<file path="src/rtl/sram_arb_pkg.sv">
// rtl/sram_arb_pkg.sv - shared types and helpers for the dual-port SRAM arbiter
//
// Purpose: requester index type sized for the largest supported requester
//          count, the per-port response tag, the port identifiers and a
//          wrapping increment helper used by the round-robin logic.
// Ports:   none (package)
package sram_arb_pkg;

  localparam int MAX_REQ = 8;
  localparam int IDX_W   = $clog2(MAX_REQ);

  typedef logic [IDX_W-1:0] req_idx_t;

  // One tag per macro port: a read is in flight and which requester owns it.
  typedef struct packed {
    logic     vld;
    req_idx_t idx;
  } port_tag_t;

  localparam int PORT_A = 0;
  localparam int PORT_B = 1;

  // (i + 1) mod n for indices already in 0..n-1.
  function automatic req_idx_t wrap_inc(input req_idx_t i, input int n);
    int t;
    t = int'(i) + 1;
    if (t >= n) t = 0;
    return req_idx_t'(t);
  endfunction

endpackage

</file>
<file path="src/rtl/sram_dp_arbiter_rr_pick.sv">
// rtl/sram_dp_arbiter_rr_pick.sv - round-robin find-first starting at a pointer
//
// Purpose: returns the first set bit of vld scanning ptr, ptr+1, ... mod N.
// Ports:
//   vld    in  N        candidate bits
//   ptr    in  idx      scan start position (0..N-1)
//   found  out 1        at least one candidate set
//   idx    out idx      index of the first candidate in scan order
module rr_pick
  import sram_arb_pkg::*;
#(
  parameter int N = 4
) (
  input  logic [N-1:0] vld,
  input  req_idx_t     ptr,
  output logic         found,
  output req_idx_t     idx
);

  // Rotating a doubled copy right by ptr puts scan position k at bit k.
  logic [2*N-1:0] rotated;
  assign rotated = {vld, vld} >> ptr;

  always_comb begin
    int sum;
    found = 1'b0;
    idx   = '0;
    sum   = 0;
    for (int k = 0; k < N; k++) begin
      if (!found && rotated[k]) begin
        found = 1'b1;
        sum   = int'(ptr) + k;
        if (sum >= N) sum = sum - N;
        idx   = req_idx_t'(sum);
      end
    end
  end

endmodule

</file>
<file path="src/rtl/sram_dp_arbiter.sv">
// rtl/sram_dp_arbiter.sv - round-robin arbiter sharing one dual-port SRAM macro
//
// Purpose: grants up to two requesters per cycle (first on rw0, second on rw1),
//          drops the second grant on a same-address conflict involving a write,
//          and routes 1-cycle-latency read data back to the issuing requester.
// Ports:
//   clk, rst                 clock, synchronous active-high reset
//   req_valid/ready/we       per-requester handshake and direction
//   req_addr/req_wdata       packed per-requester address and write data
//   rsp_valid/rsp_rdata      per-requester read response, one cycle after grant
//   rw0_*_in / rw1_*_in      macro controls (ce, we, addr, wd) per port
//   rw0_rd_out / rw1_rd_out  macro read data, valid the cycle after a read
module sram_dp_arbiter
  import sram_arb_pkg::*;
#(
  parameter int NUM_REQ    = 4,
  parameter int BITS       = 16,
  parameter int ADDR_WIDTH = 8
) (
  input  logic                          clk,
  input  logic                          rst,
  input  logic [NUM_REQ-1:0]            req_valid,
  output logic [NUM_REQ-1:0]            req_ready,
  input  logic [NUM_REQ-1:0]            req_we,
  input  logic [NUM_REQ*ADDR_WIDTH-1:0] req_addr,
  input  logic [NUM_REQ*BITS-1:0]       req_wdata,
  output logic [NUM_REQ-1:0]            rsp_valid,
  output logic [NUM_REQ*BITS-1:0]       rsp_rdata,
  output logic                          rw0_ce_in,
  output logic                          rw0_we_in,
  output logic [ADDR_WIDTH-1:0]         rw0_addr_in,
  output logic [BITS-1:0]               rw0_wd_in,
  input  logic [BITS-1:0]               rw0_rd_out,
  output logic                          rw1_ce_in,
  output logic                          rw1_we_in,
  output logic [ADDR_WIDTH-1:0]         rw1_addr_in,
  output logic [BITS-1:0]               rw1_wd_in,
  input  logic [BITS-1:0]               rw1_rd_out
);

  if (NUM_REQ < 2 || NUM_REQ > MAX_REQ) begin : g_bad_num_req
    $error("sram_dp_arbiter: NUM_REQ must be in 2..8");
  end

  req_idx_t            ptr;
  logic                found_a, found_b;
  req_idx_t            idx_a, idx_b;
  logic [NUM_REQ-1:0]  onehot_a;
  logic [NUM_REQ-1:0]  cand_b;
  logic                we_a, we_b, hazard;
  logic                grant_a, grant_b;
  logic [ADDR_WIDTH-1:0] addr_a, addr_b;
  logic [BITS-1:0]     wd_a, wd_b;
  port_tag_t           tag [2];

  rr_pick #(.N(NUM_REQ)) u_pick_a (
    .vld   (req_valid),
    .ptr   (ptr),
    .found (found_a),
    .idx   (idx_a)
  );

  // Second pick excludes A and resumes right after it, which matches
  // continuing the same scan because nothing between ptr and A was valid.
  assign onehot_a = {{(NUM_REQ-1){1'b0}}, 1'b1} << idx_a;
  assign cand_b   = req_valid & ~onehot_a;

  rr_pick #(.N(NUM_REQ)) u_pick_b (
    .vld   (cand_b),
    .ptr   (wrap_inc(idx_a, NUM_REQ)),
    .found (found_b),
    .idx   (idx_b)
  );

  assign we_a   = req_we[idx_a];
  assign we_b   = req_we[idx_b];
  assign addr_a = req_addr[idx_a*ADDR_WIDTH +: ADDR_WIDTH];
  assign addr_b = req_addr[idx_b*ADDR_WIDTH +: ADDR_WIDTH];
  assign wd_a   = req_wdata[idx_a*BITS +: BITS];
  assign wd_b   = req_wdata[idx_b*BITS +: BITS];

  // Two reads of one address are harmless; any write makes the pair unsafe.
  assign hazard  = (addr_a == addr_b) && (we_a || we_b);
  assign grant_a = found_a && !rst;
  assign grant_b = found_b && !hazard && !rst;

  always_comb begin
    req_ready = '0;
    for (int i = 0; i < NUM_REQ; i++) begin
      req_ready[i] = (grant_a && idx_a == req_idx_t'(i)) ||
                     (grant_b && idx_b == req_idx_t'(i));
    end
  end

  assign rw0_ce_in   = grant_a;
  assign rw0_we_in   = grant_a && we_a;
  assign rw0_addr_in = grant_a ? addr_a : '0;
  assign rw0_wd_in   = grant_a ? wd_a   : '0;
  assign rw1_ce_in   = grant_b;
  assign rw1_we_in   = grant_b && we_b;
  assign rw1_addr_in = grant_b ? addr_b : '0;
  assign rw1_wd_in   = grant_b ? wd_b   : '0;

  always_ff @(posedge clk) begin
    if (rst) begin
      ptr         <= '0;
      tag[PORT_A] <= '0;
      tag[PORT_B] <= '0;
    end else begin
      tag[PORT_A].vld <= grant_a && !we_a;
      tag[PORT_A].idx <= idx_a;
      tag[PORT_B].vld <= grant_b && !we_b;
      tag[PORT_B].idx <= idx_b;
      if (grant_b)      ptr <= wrap_inc(idx_b, NUM_REQ);
      else if (grant_a) ptr <= wrap_inc(idx_a, NUM_REQ);
    end
  end

  // Responses are suppressed while rst is high so a read caught by reset
  // never surfaces, even in the cycle the reset first appears.
  always_comb begin
    rsp_valid = '0;
    rsp_rdata = '0;
    for (int i = 0; i < NUM_REQ; i++) begin
      if (tag[PORT_A].vld && tag[PORT_A].idx == req_idx_t'(i)) begin
        rsp_valid[i]            = !rst;
        rsp_rdata[i*BITS +: BITS] = rw0_rd_out;
      end
      if (tag[PORT_B].vld && tag[PORT_B].idx == req_idx_t'(i)) begin
        rsp_valid[i]            = !rst;
        rsp_rdata[i*BITS +: BITS] = rw1_rd_out;
      end
    end
  end

endmodule

</file>
<file path="config.mk">
export PLATFORM = sky130hd
export DESIGN_NAME = sram_dp_arbiter
export DESIGN_NICKNAME = d
export VERILOG_FILES = /design/src/rtl/sram_arb_pkg.sv /design/src/rtl/sram_dp_arbiter_rr_pick.sv /design/src/rtl/sram_dp_arbiter.sv
export SDC_FILE = /design/constraint.sdc
export NUM_CORES = 1
export LEC_CHECK = 0
export BUFFER_PORTS_ARGS = -buffer_cell sky130_fd_sc_hd__buf_4
export CORE_AREA = 2 2 100 102
export CTS_CLUSTER_SIZE = 25
export DETAILED_ROUTE_END_ITERATION = 8
export DIE_AREA = 0 0 102 104
export PLACE_DENSITY_LB_ADDON = 0.25
export SYNTH_ARGS = -nofsm -noshare
export SYNTH_HDL_FRONTEND = slang
export SYNTH_SLANG_ARGS = --single-unit
</file>
<file path="constraint.sdc">
create_clock -name clk -period 8.8 [get_ports clk]
set_input_delay 0 -clock clk [delete_from_list [all_inputs] [get_ports clk]]
set_output_delay 0 -clock clk [all_outputs]
set_load 0.03 [all_outputs]
</file>
* After elaboration in Yosys (flattened, before gate mapping)
Memories as Yosys holds them, arrays and structs flattened.
Index checks and enable logic that the tools add are counted.
** Storage, ports and cells
- Flip-flop bits (word level) :: 3
- Bits in writable memories :: 8
- Output and inout port bits :: 124
- Logic and storage cells :: 165
- Memories :: 1
** Cells by class
- Add/subtract/negate cells :: 16
- Order comparisons :: 12
- Eq/ne operators :: 13
- Shift-type cells :: 7
- Mux-type cells :: 59
- Bitwise gates (word level) :: 6
- Reductions and logical operators :: 50
** Memory list
- tag :: depth 2, bits a word 4, read ports 2, clocked after Yosys merged registers in 0, write ports 2, RTL line sram_dp_arbiter.sv:54 : port_tag_t tag [2];
** Operators by type and width (number)
- two-way mux 16 bit :: 10
- indexed part select 64 x 8 -> 16 bit :: 2
- two-way mux 3 bit :: 22
- indexed part select 32 x 7 -> 8 bit :: 2
- >= comparator 4 x 3 -> 1 bit, second input constant :: 8
- logical AND 1 bit :: 30
- equality test 3 x 2 -> 1 bit, second input constant :: 8
- subtractor 3 bit, second input constant :: 8
- two-way mux 1 bit :: 23
- adder 3 x 1 -> 4 bit, second input constant :: 4
- adder 3 x 2 -> 4 bit, second input constant :: 4
- two-way mux 8 bit :: 2
- right shift 8 x 3 -> 4 bit :: 2
- equality test 3 x 1 -> 1 bit, second input constant :: 4
- zero test 3 bit :: 4
- zero test 1 bit :: 10
- equality test 8 bit :: 1
- >= comparator 3 bit, second input constant :: 2
- < comparator 3 bit, second input constant :: 2
- logical OR 1 bit :: 5
- AND 4 bit :: 1
- binary-select mux 1 bit (select 2 bit) :: 2
- inverter 4 bit :: 1
- bitwise OR 1 bit :: 4
- 2 further kinds :: 2

* Logic depth before layout (Yosys ltp)
- Depth in word-level cells :: 34
- Depth in mapped cells :: 26
- Gate-level depth less buffers :: 21

* Modules after synthesis
A second synthesis with hierarchy kept.
** Second synthesis, totals
- Cell total of the unflattened synthesis :: 416
- Area, all modules :: 3976.3 µm²
** By module, submodules not included
- sram_dp_arbiter :: instances 1, cells an instance 336, area each 3195.6 µm²
- rr_pick :: instances 2, cells an instance 40, area each 390.4 µm²

* Least setup slack after synthesis
OpenSTA, ideal clock, no wires.
- Path type :: register to output
- From :: reg ptr[0]
- To :: out rw1_addr_in[2]
- Arrival time :: 5404 ps
- Path slack :: 3396 ps
- Cell stages (with the launch flop) :: 26
- Path through :: dfxtp_1 -> buf_2 -> inv_1 -> ha_1 -> mux2_2 -> a31oi_1 -> a32o_1 -> and2_1 -> buf_2 -> buf_6 -> clkbuf_1 -> nand2_1 -> and3b_1 -> ha_1 -> inv_1 -> nor2_1 -> o211a_1 -> o31a_1 -> a311oi_4 -> buf_6 -> mux2_1 -> o21ai_0 -> xor2_1 -> a41oi_4 -> buf_6 -> nor2b_1
** On the way
- Cells in the longest elaborated chain, start to end :: 33
- Elaborated cells between the ends (all ways) :: 78
** Ends and longest elaborated chain
- start, declared :: RTL line sram_dp_arbiter.sv:45 : req_idx_t ptr;
- start signal, assigned :: RTL line sram_dp_arbiter.sv:114 : if (grant_b) ptr <= wrap_inc(idx_b, NUM_REQ);
- start signal, assigned :: RTL line sram_dp_arbiter.sv:115 : else if (grant_a) ptr <= wrap_inc(idx_a, NUM_REQ);
- branches (longest 10 deep; another with adder 3 x 1 -> 4 bit)
- two-way mux 3 bit * :: RTL line sram_dp_arbiter_rr_pick.sv:30 : if (!found && rotated[k]) begin
- branches (longest 19 deep; another with adder 3 x 1 -> 4 bit)
- logical AND 1 bit * (2 in series) :: RTL line sram_dp_arbiter.sv:85 : assign grant_b = found_b && !hazard && !rst;
- named net rw1_ce_in :: RTL line sram_dp_arbiter.sv:34 : output logic rw1_ce_in,
- two-way mux 8 bit * :: RTL line sram_dp_arbiter.sv:101 : assign rw1_addr_in = grant_b ? addr_b : '0;
- end, declared :: RTL line sram_dp_arbiter.sv:36 : output logic [ADDR_WIDTH-1:0] rw1_addr_in,
Mark *: on every way through the listed nets, which the timed path passes. The select of a mux whose other input is x is not followed.

* Worst setup path in the final report
- From :: reg ptr[1]
- To :: out rw1_wd_in[6]
** On the way
- Cells in the longest elaborated chain, start to end :: 33
- Elaborated cells between the ends (all ways) :: 79
** Ends and longest elaborated chain
- branches (longest 10 deep; another with adder 3 x 1 -> 4 bit)
- two-way mux 3 bit * :: RTL line sram_dp_arbiter_rr_pick.sv:30
- branches (longest 21 deep; another with adder 3 x 1 -> 4 bit)
- two-way mux 16 bit * :: RTL line sram_dp_arbiter.sv:102 : assign rw1_wd_in = grant_b ? wd_b : '0;
- end, declared :: RTL line sram_dp_arbiter.sv:37 : output logic [BITS-1:0] rw1_wd_in,
Every way passes the cells marked *. The select of a mux whose other input is x is not followed.

==> reports/metrics.yaml <==
first_pass_iters: 5
cts_root_buffer: "clkbuf_8"
synthArstFlopShare_pct: 0
ir_drop_mv: 0.222
hold_end: "tag[0][1]"
fin_setup_tns_ns: 0
cts-buffers-inserted: 3
tightest_slew_ns: 1.26
start_util_pct: 39.2
synth_compound_area_share_pct: 26.0
max_slew_margin_pct: 15.8
synth.distinct_cells: 63
layout-drive-gt1-share_pct: 48.2
synth_cells: 441
cts_resized: 0
ios: 262
drt-wirelength-per-cell_um: 18.0
hold_class: "in -> reg"
num-fill-cells: 884
grt_util_all_layers_pct: 25.8
clkSinkCount: 11
drc: 0
ctsLongestPathBuffers: 2
gr-total-overflow: 0
reg2reg_from: "ptr[1]"
tritoncts: "yes"
rsz0062_at_grt: "false"
antenna_found_initial: 0
gp_congestion: 0.925
drt_wl_total_mm: 14.4
r2r_end: "ptr[1]"
power_leakage_nw: 2.89
crit_fanout: 42
setup_viol: 0
max_cap_violations: 0
synth_fa_ha_area_share_pct: 2.68
synth_top_family_by_area: "multiplexers"
syn_area_um2: 3740
grt_max_degree: 43
synth_edf_count: 0
synth_top_area_share_pct: 15.7
chipHeight_um: 104
synthSimpleGateAreaFrac_pct: 21.3
fmax_mhz: 130
drtAntennaViolNets: 0
critPathKind: "reg -> out"
postLayoutCoreUtil_pct: 60.0
synth.avg_cell_area_um2: 8.48
place_inst: 799
finalNonFillerCells: 803
clkLatencyLatePin_ns: 0.24
whs_path_depth: 2
area_growth_syn_to_layout_pct: 53.3
period_minus_slack_ns: 7.67
die_w_um: 102
synth_xor_area_share_pct: 1.64
synth.area.top_cells: "a22o_1, mux4_2, mux2i_1, dfxtp_1, and2_1"
finClkSkew_ns: 0.0102
cellPowerDensity_nw_per_um2: 331
htreeDepth: 1
outcome: "complete, no violations"
die-area_um2: 10600
clk_pin_slew_worst_paths_ns: 0.06
synth_top_area_cell: "a22o_1"
grt_pass1_wl_mm: 22.4
diodes: 0
ys_seq_area_share_pct: 5.89
synth_mux_area_share_pct: 34.0
grt_pass1_vias: 4596
vias_per_cell: 5.80
yosys_warnings: 0
cts_hold_buf: 0
nNetsFinal: 817
slew_violations: 0
fin_crit_sh_pct: 87.2
synthFlopType: "dfxtp_1"
num_vias: 4660
synth_seq_cells: 11
rrSetupSlack_ns: 1.47
rows: 36
worstHoldStart: "rst"
port_buffers: 261
hpwlAfterDp_mm: 11.3
rr_worst_depth: 21
cts_setup_buffers: 0
hold_viol: 0
core_um2: 9550
cp-end-kind: "primary output"
crit_required_ns: 8.80
critical_path_arrival_ns: 7.67
drtIter0Drc: 283
worst_setup_path_start_kind: "flop"
## worst max-delay path by stage
| stage | startpoint | endpoint | slack, ns | depth (start not counted) |
|---|---|---|---|---|
| floorplan | ptr[0] | rw1_addr_in[2] | 3.40 | 25 |
| global placement | ptr[1] | rw1_we_in | 1.78 | 22 |
| detailed placement | ptr[1] | rw1_wd_in[6] | 1.48 | 22 |
| CTS | ptr[1] | rw1_wd_in[6] | 1.18 | 22 |
| global route | ptr[1] | rw1_wd_in[6] | 0.68 | 23 |
| finish | ptr[1] | rw1_wd_in[6] | 1.13 | 22 |
## metal layers
layer | vias up | wire (um) | track usage (%)
met1 | 2229 | 5270 | 29.2
met5 | - | 0 | 0
met4 | 0 | 384 | 7.71
met2 | 249 | 7660 | 48.2
met3 | 39 | 1120 | 4.17
li1 | 2143 | - | -
## stage by stage
| step | power, mW | cell area (um2) | hold WS [ns] | setup slack [ns] |
|---|---|---|---|---|
| detailed placement | 1.84 | 5690 | 0.291 | 1.48 |
| global route | 2.03 | 5730 | 0.0582 | 0.678 |
| global placement | 1.82 | 5690 | 0.292 | 1.78 |
| CTS | 1.90 | 5730 | 0.0357 | 1.18 |
| floorplan | 1.42 | 3750 | 0.283 | 3.40 |
| finish | 1.90 | 5730 | 0.0438 | 1.13 |
## cell usage after synthesis, drive strengths merged, types with 2 or more instances
| master | n |
|---|---|
| a22o | 67 |
| a21oi | 9 |
| o21a | 2 |
| nor4 | 3 |
| mux2i | 54 |
| nand2b | 5 |
| mux4 | 26 |
| nand4b | 2 |
| o21ai | 7 |
| clkbuf | 21 |
| a32o | 2 |
| dfxtp | 11 |
| nor2 | 22 |
| a21o | 2 |
| o211ai | 2 |
| conb | 2 |
| o22ai | 2 |
| inv | 11 |
| a2111oi | 2 |
| a211oi | 2 |
| and3 | 18 |
| and3b | 2 |
| nand2 | 45 |
| and2 | 29 |
| a31oi | 5 |
| nor3b | 3 |
| ha | 8 |
| buf | 23 |
| o221ai | 2 |
| mux2 | 13 |
| or2 | 2 |
| xnor2 | 6 |
| nor3 | 5 |
| nor2b | 11 |
## power breakdown
| part | total [mW] | switching, mW | internal (mW) |
|---|---|---|---|
| combinational | 1.76 | 1.00 | 0.762 |
| clock | 0.0506 | 0.0189 | 0.0317 |
| sequential | 0.0838 | 0.0192 | 0.0646 |
## critical path, cell delays in order, from the launching register on
cell and delay [ns]:
dfxtp_1 0.58, inv_1 0.17, ha_1 0.36, mux2_2 0.28
a31oi_1 0.17, a32o_1 0.19, and2_2 0.79, nor2_2 0.14
ha_1 0.42, and3b_1 0.21, ha_1 0.27, inv_1 0.11
nor2_1 0.05, o211a_1 0.21, o31a_1 0.26, a311oi_4 0.96
buf_4 0.31, mux2_1 0.32, o21ai_0 0.27, xor2_1 0.16
a41oi_4 0.72, and3_1 0.30, buf_4 0.17
## layout by cell type, fill, tap and decap left out, types with 3 or more instances in the layout
| cell type | Yosys | final |
|---|---|---|
| buf_4 | 2 | 267 |
| a22o_1 | 67 | 67 |
| mux2i_1 | 54 | 54 |
| nand2_1 | 45 | 45 |
| and2_1 | 29 | 28 |
| mux4_2 | 26 | 26 |
| nor2_1 | 21 | 21 |
| and3_1 | 18 | 18 |
| inv_1 | 11 | 11 |
| mux2_2 | 11 | 11 |
| nor2b_1 | 11 | 11 |
| dfxtp_1 | 11 | 11 |
| a21oi_1 | 8 | 8 |
| ha_1 | 8 | 8 |
| o21ai_0 | 6 | 6 |
| xnor2_1 | 6 | 6 |
| nand2b_1 | 5 | 5 |
| a31oi_1 | 4 | 4 |
| nor3_1 | 5 | 4 |
| conb_1 | 2 | 4 |
| clkbuf_8 | 0 | 3 |
## final cells by class
type                            instances  area (um2)  area share [%]
Timing Repair Buffer                  267        2000            35.0
Tap cell                              133         166            2.90
Multi-Input combinational cell        376        3240            56.6
Inverter                               12        50.0           0.873
Sequential cell                        11         220            3.84
Clock buffer                            4        45.0           0.786
## flip-flops by register name, summed over array words and instances (netlist names)
signal and count:
tag 8, ptr 3
## cells by family (layout without fill, tap and decap cells)
kind of cell | after synthesis | in the layout
simple gates | 150 | 150
compound gates | 114 | 114
mux | 93 | 93
buf+inv | 56 | 283
flops | 11 | 11
fa+ha+maj | 8 | 8
xor+xnor | 7 | 7
other cells | 2 | 4
Power figures use the tool's default switching activity.
